`config.mk`:
```
export PLATFORM = sky130hd
export DESIGN_NAME = vmu_agen_sched
export DESIGN_NICKNAME = d
export VERILOG_FILES = /design/src/rtl/vmu_agen_sched.sv
export SDC_FILE = /design/constraint.sdc
export NUM_CORES = 1
export LEC_CHECK = 0
export ABC_AREA = 1
export CORE_MARGIN = 2
export CORE_UTILIZATION = 40
export CTS_CLUSTER_DIAMETER = 60
export DETAILED_ROUTE_END_ITERATION = 10
export GPL_TIMING_DRIVEN = 0
export PLACE_DENSITY = 0.71
export SLEW_MARGIN = 0
export SYNTH_ARGS = -nofsm -noshare
export SYNTH_HDL_FRONTEND = slang
export SYNTH_SLANG_ARGS = --single-unit
```
`constraint.sdc`:
```
create_clock -name clk -period 1.9 [get_ports clk]
set_input_delay 0.285 -clock clk [delete_from_list [all_inputs] [get_ports clk]]
set_output_delay 0.285 -clock clk [all_outputs]
set_load 0.1 [all_outputs]
```
`src/rtl/vmu_agen_sched.sv`:
```
// Load/store burst scheduler for the shared VMU address generator: round-robin
// grant, beat-by-beat issue, and a tag pipe aligned to the addr_gen latency.
module vmu_agen_sched #(
  parameter int unsigned SCALAR_WIDTH      = 32,
  parameter int unsigned CNT_WIDTH         = 8,
  parameter int unsigned COMMON_AGEN_DELAY = 3
) (
  input  logic                    clk,
  input  logic                    rst,
  input  logic                    i_ld_vld,
  output logic                    o_ld_rdy,
  input  logic [SCALAR_WIDTH-1:0] i_ld_base,
  input  logic [CNT_WIDTH-1:0]    i_ld_len,
  input  logic                    i_st_vld,
  output logic                    o_st_rdy,
  input  logic [SCALAR_WIDTH-1:0] i_st_base,
  input  logic [CNT_WIDTH-1:0]    i_st_len,
  input  logic                    i_issue_en,
  output logic [CNT_WIDTH-1:0]    o_agen_cnt,
  output logic [SCALAR_WIDTH-1:0] o_agen_scalar,
  output logic                    o_addr_vld,
  output logic                    o_addr_is_st,
  output logic                    o_addr_last,
  output logic                    o_done,
  output logic                    o_busy
);

  localparam int unsigned LAST_STAGE = COMMON_AGEN_DELAY - 1;

  typedef enum logic {
    IDLE  = 1'b0,
    BURST = 1'b1
  } state_t;

  typedef struct packed {
    logic vld;
    logic is_st;
    logic last;
    logic done;
  } tag_t;

  state_t                  state_q;
  state_t                  state_d;
  logic                    rr_st_pri_q;
  logic [SCALAR_WIDTH-1:0] base_q;
  logic [CNT_WIDTH-1:0]    len_q;
  logic [CNT_WIDTH-1:0]    cnt_q;
  logic                    is_st_q;
  logic [CNT_WIDTH-1:0]    agen_cnt_q;
  logic [SCALAR_WIDTH-1:0] agen_scalar_q;

  logic                    ld_gnt;
  logic                    st_gnt;
  logic                    gnt;
  logic                    issue;
  logic                    last_beat;
  logic [CNT_WIDTH-1:0]    gnt_len;
  logic [SCALAR_WIDTH-1:0] gnt_base;
  logic                    gnt_zero;

  tag_t                    tag_in;
  tag_t                    pipe_q [COMMON_AGEN_DELAY];
  logic                    pipe_busy;

  // FSM state register
  always_ff @(posedge clk) begin
    if (rst) begin
      state_q <= IDLE;
    end else begin
      state_q <= state_d;
    end
  end

  // Arbitration, issue decision and next state
  always_comb begin
    state_d   = state_q;
    ld_gnt    = 1'b0;
    st_gnt    = 1'b0;
    issue     = 1'b0;
    last_beat = 1'b0;
    case (state_q)
      IDLE: begin
        // rr_st_pri_q set means the last grant went to load
        if (i_ld_vld && (!i_st_vld || !rr_st_pri_q)) begin
          ld_gnt = 1'b1;
        end else if (i_st_vld) begin
          st_gnt = 1'b1;
        end
        if ((ld_gnt && (i_ld_len != '0)) || (st_gnt && (i_st_len != '0))) begin
          state_d = BURST;
        end
      end
      BURST: begin
        if (i_issue_en) begin
          issue     = 1'b1;
          last_beat = (cnt_q == (len_q - CNT_WIDTH'(1)));
          if (last_beat) begin
            state_d = IDLE;
          end
        end
      end
      default: state_d = IDLE;
    endcase
  end

  assign gnt      = ld_gnt | st_gnt;
  assign gnt_len  = st_gnt ? i_st_len : i_ld_len;
  assign gnt_base = st_gnt ? i_st_base : i_ld_base;
  assign gnt_zero = gnt && (gnt_len == '0);

  // Tag for the pipe: real beat, zero-length completion marker, or bubble
  always_comb begin
    tag_in = '0;
    if (issue) begin
      tag_in.vld   = 1'b1;
      tag_in.is_st = is_st_q;
      tag_in.last  = last_beat;
      tag_in.done  = last_beat;
    end else if (gnt_zero) begin
      tag_in.is_st = st_gnt;
      tag_in.done  = 1'b1;
    end
  end

  // Burst context, RR pointer and addr_gen drive registers
  always_ff @(posedge clk) begin
    if (rst) begin
      rr_st_pri_q   <= 1'b0;
      base_q        <= '0;
      len_q         <= '0;
      cnt_q         <= '0;
      is_st_q       <= 1'b0;
      agen_cnt_q    <= '0;
      agen_scalar_q <= '0;
    end else begin
      if (gnt) begin
        rr_st_pri_q <= ld_gnt;
        base_q      <= gnt_base;
        len_q       <= gnt_len;
        is_st_q     <= st_gnt;
        cnt_q       <= '0;
      end
      if (issue) begin
        agen_cnt_q    <= cnt_q;
        agen_scalar_q <= base_q;
        cnt_q         <= cnt_q + CNT_WIDTH'(1);
      end
    end
  end

  // Tag delay line matching addr_gen latency
  always_ff @(posedge clk) begin
    if (rst) begin
      for (int unsigned i = 0; i < COMMON_AGEN_DELAY; i++) begin
        pipe_q[i] <= '0;
      end
    end else begin
      pipe_q[0] <= tag_in;
      for (int unsigned i = 1; i < COMMON_AGEN_DELAY; i++) begin
        pipe_q[i] <= pipe_q[i-1];
      end
    end
  end

  always_comb begin
    pipe_busy = 1'b0;
    for (int unsigned i = 0; i < COMMON_AGEN_DELAY; i++) begin
      pipe_busy = pipe_busy | pipe_q[i].vld | pipe_q[i].done;
    end
  end

  assign o_ld_rdy      = ld_gnt;
  assign o_st_rdy      = st_gnt;
  assign o_agen_cnt    = agen_cnt_q;
  assign o_agen_scalar = agen_scalar_q;
  assign o_addr_vld    = pipe_q[LAST_STAGE].vld;
  assign o_addr_is_st  = pipe_q[LAST_STAGE].is_st;
  assign o_addr_last   = pipe_q[LAST_STAGE].last;
  assign o_done        = pipe_q[LAST_STAGE].done;
  assign o_busy        = (state_q != IDLE) || pipe_busy;

endmodule

```
; ---- Yosys cells after proc, flatten, opt, wreduce, memory -nomap -nowiden
; Memories as Yosys holds them, arrays and structs flattened.
; Index checks and enable logic that the tools add are counted.
[totals]
ff_bits = 91
mem_bits_rw = 12
in_bits = 85
output_inout_bits = 47
wordCells = 66
mem_count = 1
[mem_list]
columns = name, depth, word_bits, read_ports, rd_clocked_by_memory_dff, write_ports, line_no
row1 = pipe_q, 3, 4, 3, 0, 3, 62  ; tag_t pipe_q [COMMON_AGEN_DELAY];
[classes]
n_addsub = 2
n_eq_ne = 1
n_mux = 31
bitwise_logic = 10
reduce_logical = 13
[op_table]
columns = operator, n
row1 = 2-to-1 mux 32 bit, 1
row2 = 2-to-1 mux 8 bit, 3
row3 = 2-to-1 mux 1 bit, 23
row4 = nonzero test 8 bit, 2
row5 = 2-to-1 mux 4 bit, 3
row6 = OR 1 bit, 9
row7 = "adder 8 x 1 -> 8 bit, second input constant", 1
row8 = equality test 8 bit, 1
row9 = logical NOT 8 bit, 1
row10 = "subtractor 8 x 1 -> 8 bit, second input constant", 1
row11 = logical AND 1 bit, 4
row12 = logical OR 1 bit, 3
row13 = logical NOT 1 bit, 2
row14 = case mux 1 bit (2 select lines), 1
row15 = nonzero test 2 bit, 1
row16 = NOT 1 bit, 1

; ---- Logic depth before layout (Yosys ltp)
; Gate-level depths: netlist of the first run.
[depth]
word_depth = 12
mapped_depth = 11
depth_no_buf = 11

; ---- Worst setup path before layout of the first run
; Ideal clock, no wire load.
[synth_path]
path_kind = reg-to-output
from = memory pipe_q[0][11] in the netlist's numbering
to = output port o_busy
arrival_time_ps = 1840
t_required_ps = 1615
slack_ps = -225
path_stages_with_launch = 3
n_path_buf = 0
cell_sequence = dfxtp_1 nor3_1 nand4_1
[synth_rtl]
columns = item, line_no
row1 = "start, declared", 62
row2 = "end, declared", 25  ; output logic o_busy

; ---- Worst setup path in the final report of the first run
[layout_path]
from = register agen_scalar_q[11], in the netlist o_agen_scalar[11]
to = output port o_agen_scalar[11]
[layout_rtl]
columns = item, line_no
row1 = "start, declared", 50  ; logic [SCALAR_WIDTH-1:0] agen_scalar_q;
row2 = "start signal, assigned", 145  ; agen_scalar_q <= base_q;
row3 = "end, declared", 20  ; output logic [SCALAR_WIDTH-1:0] o_agen_scalar,
; No word-level cell between the ends.

==> results of run 1 <==
==> worst min-delay path by stage <==
stage                 start  slack (ns)  cells after the start       endpoint
2_1_floorplan  pipe_q[0][6]        0.39                      2  pipe_q[0][10]
3_3_place_gp   pipe_q[0][5]        0.39                      2   pipe_q[0][9]
3_5_place_dp   pipe_q[0][5]        0.39                      2   pipe_q[0][9]
4_1_cts        pipe_q[0][5]        0.41                      2   pipe_q[0][9]
5_1_grt        pipe_q[0][1]        0.43                      2   pipe_q[0][5]
6_report       pipe_q[0][1]        0.40                      2   pipe_q[0][5]
==> cells by family (layout without fill, tap and decap cells) <==
logic type | Yosys count | after routing | synth area share, %
AND/OR/NAND/NOR | 226 | 226 | 22.8
AO/OA/AOI/OAI | 113 | 113 | 17.9
XOR/XNOR | 6 | 6 | 1.28
adder cells (fa/ha/maj) | 2 | 2 | 0.609
buffers and inverters | 70 | 217 | 7.22
flip-flops | 103 | 103 | 50.2
==> layer usage <==
metal  share of wire (%)  vias up
li1                    -     2007
met1                  46     1821
met2                  47      130
met3                 6.4        9
met4                 1.2        0
met5                   0        -
==> power by group <==
part	leakage [nW]	total, mW	switching, mW	internal (mW)
sequential	0.841	2.33	0.0675	2.26
clock	0.103	1.41	0.781	0.632
combinational	1.47	0.885	0.538	0.348
total	2.41	4.62	1.39	3.24
==> cell usage after synthesis <==
library cell	n
inv_1	44
nand3_1	10
buf_1	1
inv_4	1
a21oi_1	16
o21ai_2	1
nor2_8	1
nor2_4	1
o21ai_0	26
clkbuf_1	10
a31oi_1	32
nand3_4	1
inv_2	1
buf_4	1
nand2_4	1
dfxtp_1	103
xor2_1	4
nand3b_1	1
nand2_2	1
o211ai_1	1
a22o_1	32
xnor2_1	2
o31ai_1	1
buf_2	10
nand2_1	160
nor2_2	2
nor2_1	39
o21ai_1	4
nor3_1	2
ha_1	2
nand4_1	7
buf_6	2
==> repair_timing <==
action | 4_1_cts | 5_1_grt
pin swaps | 1 | 0
gates resized for setup | 70 | 30
buffers inserted | 1 | 0
endpoints found under the hold margin | 0 | 0
setup endpoints to repair | 47 | 25
==> state kept, by name (all words and copies together) (netlist names) <==
signal,cells
cnt_q,8
state_q,1
pipe_q,12
is_st_q,1
len_q,8
base_q,32
rr_st_pri_q,1
o_agen_scalar,32
o_agen_cnt,8
==> final cells by class <==
class	count	area, sq um	share of cell area, %
clock inverters	6	76.3	1.33
inverters	46	180	3.13
plain buffers	23	116	2.02
flip-flops and latches	103	2070	35.9
well taps	133	166	2.89
clock buffers	10	128	2.22
repair buffers	132	1270	22.1
multi-input cells	347	1750	30.4
==> impl_metrics.tcl, run 1 <==
set metrics [dict create \
    rrSetupSlack_ns 0.21 \
    rsz0062_at_grt "false" \
    cp-start-kind "flip-flop" \
    endpoint "o_agen_scalar[11]" \
    crit_type "flip-flop to output pin" \
    fin_crit_ns 1.88 \
    grt_pass1_wl_microns 18200 \
    antenna_found_initial 0 \
    num-fill-cells 897 \
    setup_slack_ns 0.0165 \
    r2r-start "state_q" \
    slew_violations 0 \
    num_vias 3967 \
    power_mw 4.62 \
    synthToLayoutAreaGrowth_pct 40.1 \
    hold_violations 0 \
    die_w_microns 105 \
    cp_top_family "buffers and inverters" \
    worst_slew_pin_slew_ns 0.998 \
    finalNetCount 749 \
    cts.sinks 103 \
    outcome "completed" \
    synth_top_area_share_pct 50.2 \
    yosys_warnings 0 \
    clk_pin_slew_ns 0.11 \
    overflow 0 \
    grt_max_degree 19 \
    drtPass1Iterations 5 \
    path_cells "dlygate4sd2_1" \
    layout-drive-gt1-share_pct 7.35 \
    min_path_type "flip-flop to flip-flop" \
    track_usage_pct 20.3 \
    finalWirelength_microns 11200 \
    worstSkewPairLatency_ns 0.36 \
    instances_no_fill 800 \
    ios 132 \
    clockBufferDepth 2 \
    numCtsBuffers 9 \
    grt-busiest-layer "met2" \
    holdWs_ns 0.398 \
    rr_worst_depth 8 \
    drc_errors 0 \
    crit_buf_inv 1 \
    syn_inst 520 \
    drtAntennaViolNets 0 \
    reg2reg_to "pipe_q[0][0]" \
    core_sq_mm 0.00986 \
    fin_worst_skew_ns 0.0112 \
    design_area_sq_mm 0.00576 \
    die_h_microns 105 \
    min_period_over_period_pct 99.1 \
    placed_cell_area_sq_mm 0.00559 \
    ir_drop_mv 0.417 \
    placed_cells 784 \
    drt_iter0_markers 163 \
    cellPowerDensity_mw_per_mm2 803 \
    worstSetupEndpointType "output pin" \
    netlist.top_cell.by_area "dfxtp_1" \
    grt_use_met2_pct 32.9 \
    layout_commonest_cell "nand2_1" \
    htree_levels 3 \
    synth_area_leaders "dfxtp_1, nand2_1, a22o_1" \
    port_buffers 131 \
    grt_use_met1_pct 27.0 \
    cts_root_buf "clkbuf_8" \
    crit_cells 1 \
    cts_tree "done" \
    syn_area_sq_mm 0.00411 \
    avgSynthCellArea_sq_um 7.90 \
    path_max_fanout 2 \
    setup-violations-final 0 \
    cp_data_required_time_ns 1.62 \
    crit_arrival_ns 1.60 \
    dieArea_sq_mm 0.0111 \
    ys_seq_area_share_pct 50.2 \
    wire_per_inst_microns 13.9 \
    initial_core_util_pct 41.6 \
    max_stage_delay_ns 0.88 \
    n_antenna_cell 0 \
    grt_pass1_vias 3743 \
    leakagePower_nw 2.41 \
    synth_nets 607 \
    maxCapViolCount 0 \
    finalSetupTns_ns 0 \
    final_cell_mix "nand2_1, dfxtp_1, clkdlybuf4s50_1, inv_1, nor2_1" \
    synth_cell_types 32 \
    relSlewSlack_pct 33.7 \
    fin_util_pct 58.3 \
    viasPerCell 4.96 \
    maxClockFrequency_ghz 0.531 \
    crit_slowest_cell "dlygate4sd2_1" \
    row_count 36 \
    dp_hpwl_microns 8250 \
    ys_seq_elements 103 \
    post-place-ws_ns -1.14 \
    cts_hold_buf 0 \
    place_congestion 0.915 \
    grtUsageMet3_pct 3.96 \
    crit_start "o_agen_scalar[11]" \
]
Power figures use the tool's default switching activity.
==> run 2, diff against run 1 <==
Settings changed: CTS_CLUSTER_SIZE set to 10.
==> results of run 2 <==
Same layout as run 1: the final DEF is identical, and so are final timing and power.
==> run 3, diff against run 2 <==
--- a/config.mk
+++ b/config.mk
@@ -7,5 +7,4 @@
 export LEC_CHECK = 0
 export ABC_AREA = 1
-export CORE_MARGIN = 2
 export CORE_UTILIZATION = 40
 export CTS_CLUSTER_DIAMETER = 60
@@ -14,5 +13,4 @@
 export GPL_TIMING_DRIVEN = 0
 export PLACE_DENSITY = 0.71
-export SLEW_MARGIN = 0
 export SYNTH_ARGS = -nofsm -noshare
 export SYNTH_HDL_FRONTEND = slang
==> constraint.sdc (replaced) <==
create_clock -name clk -period 1.9 [get_ports clk]
set_input_delay 0.285 -clock clk [delete_from_list [all_inputs] [get_ports clk]]
set_output_delay 0.285 -clock clk [all_outputs]
set_load 0.01 [all_outputs]
==> run 3 against run 2 <==
Hold slack improved by 0.0014 ns. Global-route usage rose by 0.37 points. Highest routed layer unchanged. Count of clock-buffer cells in the layout did not move. Fmax rose by 4.5%.
==> impl_metrics.tcl, run 3 (synthesized netlist as in run 1, its figures left out) <==
set metrics [dict create \
    crit_arrival_ns 1.52 \
    combPwrFrac_pct 16.7 \
    seq_area_sq_mm 0.00206 \
    worstSkewPairLatency_ns 0.35 \
    path_max_fanout 10 \
    final_cell_mix "nand2_1, clkdlybuf4s50_1, dfxtp_1, inv_1, nor2_1" \
    path_cells "clkdlybuf4s50_1 > nand2_4 > nor2_4 > buf_4 > dlygate4sd2_1" \
    maxClockFrequency_ghz 0.555 \
    worst_slew_pin_slew_ns 0.520 \
    htree_levels 3 \
    clockBufferDepth 2 \
    overflow 0 \
    track_usage_pct 20.6 \
    dieArea_sq_mm 0.0107 \
    die_w_microns 103 \
    hold_violations 0 \
    swShare_pct 27.9 \
    dp_hpwl_microns 8080 \
    ios 132 \
    p_seq_share_pct 53.9 \
    clk_pin_slew_ns 0.10 \
    cts_tree "done" \
    leakagePower_nw 2.28 \
    fin_crit_ns 1.80 \
    place_congestion 0.893 \
    cp_data_required_time_ns 1.62 \
    crit_slowest_cell "clkdlybuf4s50_1" \
    drt_iter0_markers 129 \
    crit_type "primary input to output pin" \
    setup-violations-final 0 \
    switching_power_mw 1.20 \
    grt_max_degree 19 \
    antenna_found_initial 0 \
    max_stage_delay_ns 0.51 \
    finalNetCount 750 \
    n_antenna_cell 0 \
    layout_commonest_cell "nand2_1" \
    finalWirelength_microns 10700 \
    multi_input_area_sq_mm 0.00175 \
    placed_cells 784 \
    synthToLayoutAreaGrowth_pct 40.6 \
    numCtsBuffers 9 \
    grt_pass1_wl_microns 17100 \
    grt_pass1_vias 3745 \
    p_int_mw 3.12 \
    num_vias 3906 \
    rsz0062_at_grt "false" \
    wire_per_inst_microns 13.4 \
    fin_worst_skew_ns 0.0108 \
    cp-start-kind "primary input" \
    maxCapViolCount 0 \
    drtPass1Iterations 4 \
    power_mw 4.32 \
    cellPowerDensity_mw_per_mm2 748 \
    cts_root_buf "clkbuf_8" \
    instances_no_fill 801 \
    finalSetupTns_ns 0 \
    drc_errors 0 \
    core_sq_mm 0.00986 \
    layout-drive-gt1-share_pct 5.99 \
    cts.sinks 103 \
    pwr-share-clk_pct 29.4 \
    num-fill-cells 886 \
    port_buffers 131 \
    drtAntennaViolNets 0 \
    min_path_type "flip-flop to flip-flop" \
    relSlewSlack_pct 65.3 \
    ir_drop_mv 0.365 \
    die_h_microns 103 \
    viasPerCell 4.88 \
    initial_core_util_pct 41.6 \
    min_period_over_period_pct 94.8 \
    slew_violations 0 \
    worstSetupEndpointType "output pin" \
    outcome "completed" \
    row_count 36 \
]
[run 3: area by class of cell]
cell class                 instances  share of cell area (%)
timing repair buffer             133                    22.9
clock inverter                     6                   0.867
inverter                          46                    3.12
tap                              133                    2.88
multi-input combinational        347                    30.3
sequential                       103                    35.7
clock buffer                      10                    2.21
buffer                            23                    2.01
[run 3: worst max-delay path: cells and delay by family]
| family | cells | cell delay [ns] |
|---|---|---|
| buffers and inverters | 3 | 0.99 |
| AND/OR/NAND/NOR | 2 | 0.23 |
[run 3: path summary, 6_finish.rpt]
check	start	endpoint	slack, ns	cells after the start
setup / recovery	i_ld_vld	o_ld_rdy	0.1	5
hold / removal	pipe_q[0][2]	pipe_q[0][6]	0.40	2
setup reg to reg	rr_st_pri_q	pipe_q[0][2]	0.25	10
hold reg to reg	pipe_q[0][2]	pipe_q[0][6]	0.40	2
[run 3: metrics by stage]
step	util, %	cell area (sq um)	hold WS [ns]	worst slack (ns)
2_1_floorplan	-	4110	0.388	0.552
3_3_place_gp	56.6	5590	0.391	-0.522
3_5_place_dp	56.6	5590	0.396	-0.553
4_1_cts	58.6	5780	0.398	0.0326
6_report	58.5	5780	0.399	0.0981
5_1_grt	58.5	5780	0.442	0.0297
[run 3: per-layer routing]
metal | up-vias | share of wire [%] | global-route usage [%]
met2 | 118 | 46 | 34.8
li1 | 2005 | - | -
met5 | - | 0 | 0
met1 | 1770 | 47 | 26.4
met4 | 0 | 1.6 | 7.15
met3 | 13 | 5.4 | 4.10
[run 3: repair_timing]
| action | in CTS | in global routing |
|---|---|---|
| hold buffers | 0 | 0 |
| gates resized for setup | 6 | 1 |
| endpoints found under the setup margin | 2 | 2 |
| setup buffers | 2 | 0 |
| endpoints found under the hold margin | 0 | 0 |
| pin swaps | 1 | 0 |
[run 3: power by group through the flow]
stage          clock network (mW)  registers (mW)  logic [mW]
6_report                     1.27            2.33       0.721
5_1_grt                      1.39            2.34       0.805
4_1_cts                      1.30            2.33       0.729
3_5_place_dp                    0            2.38       0.719
3_3_place_gp                    0            2.37       0.707
2_1_floorplan                   0            2.37       0.384
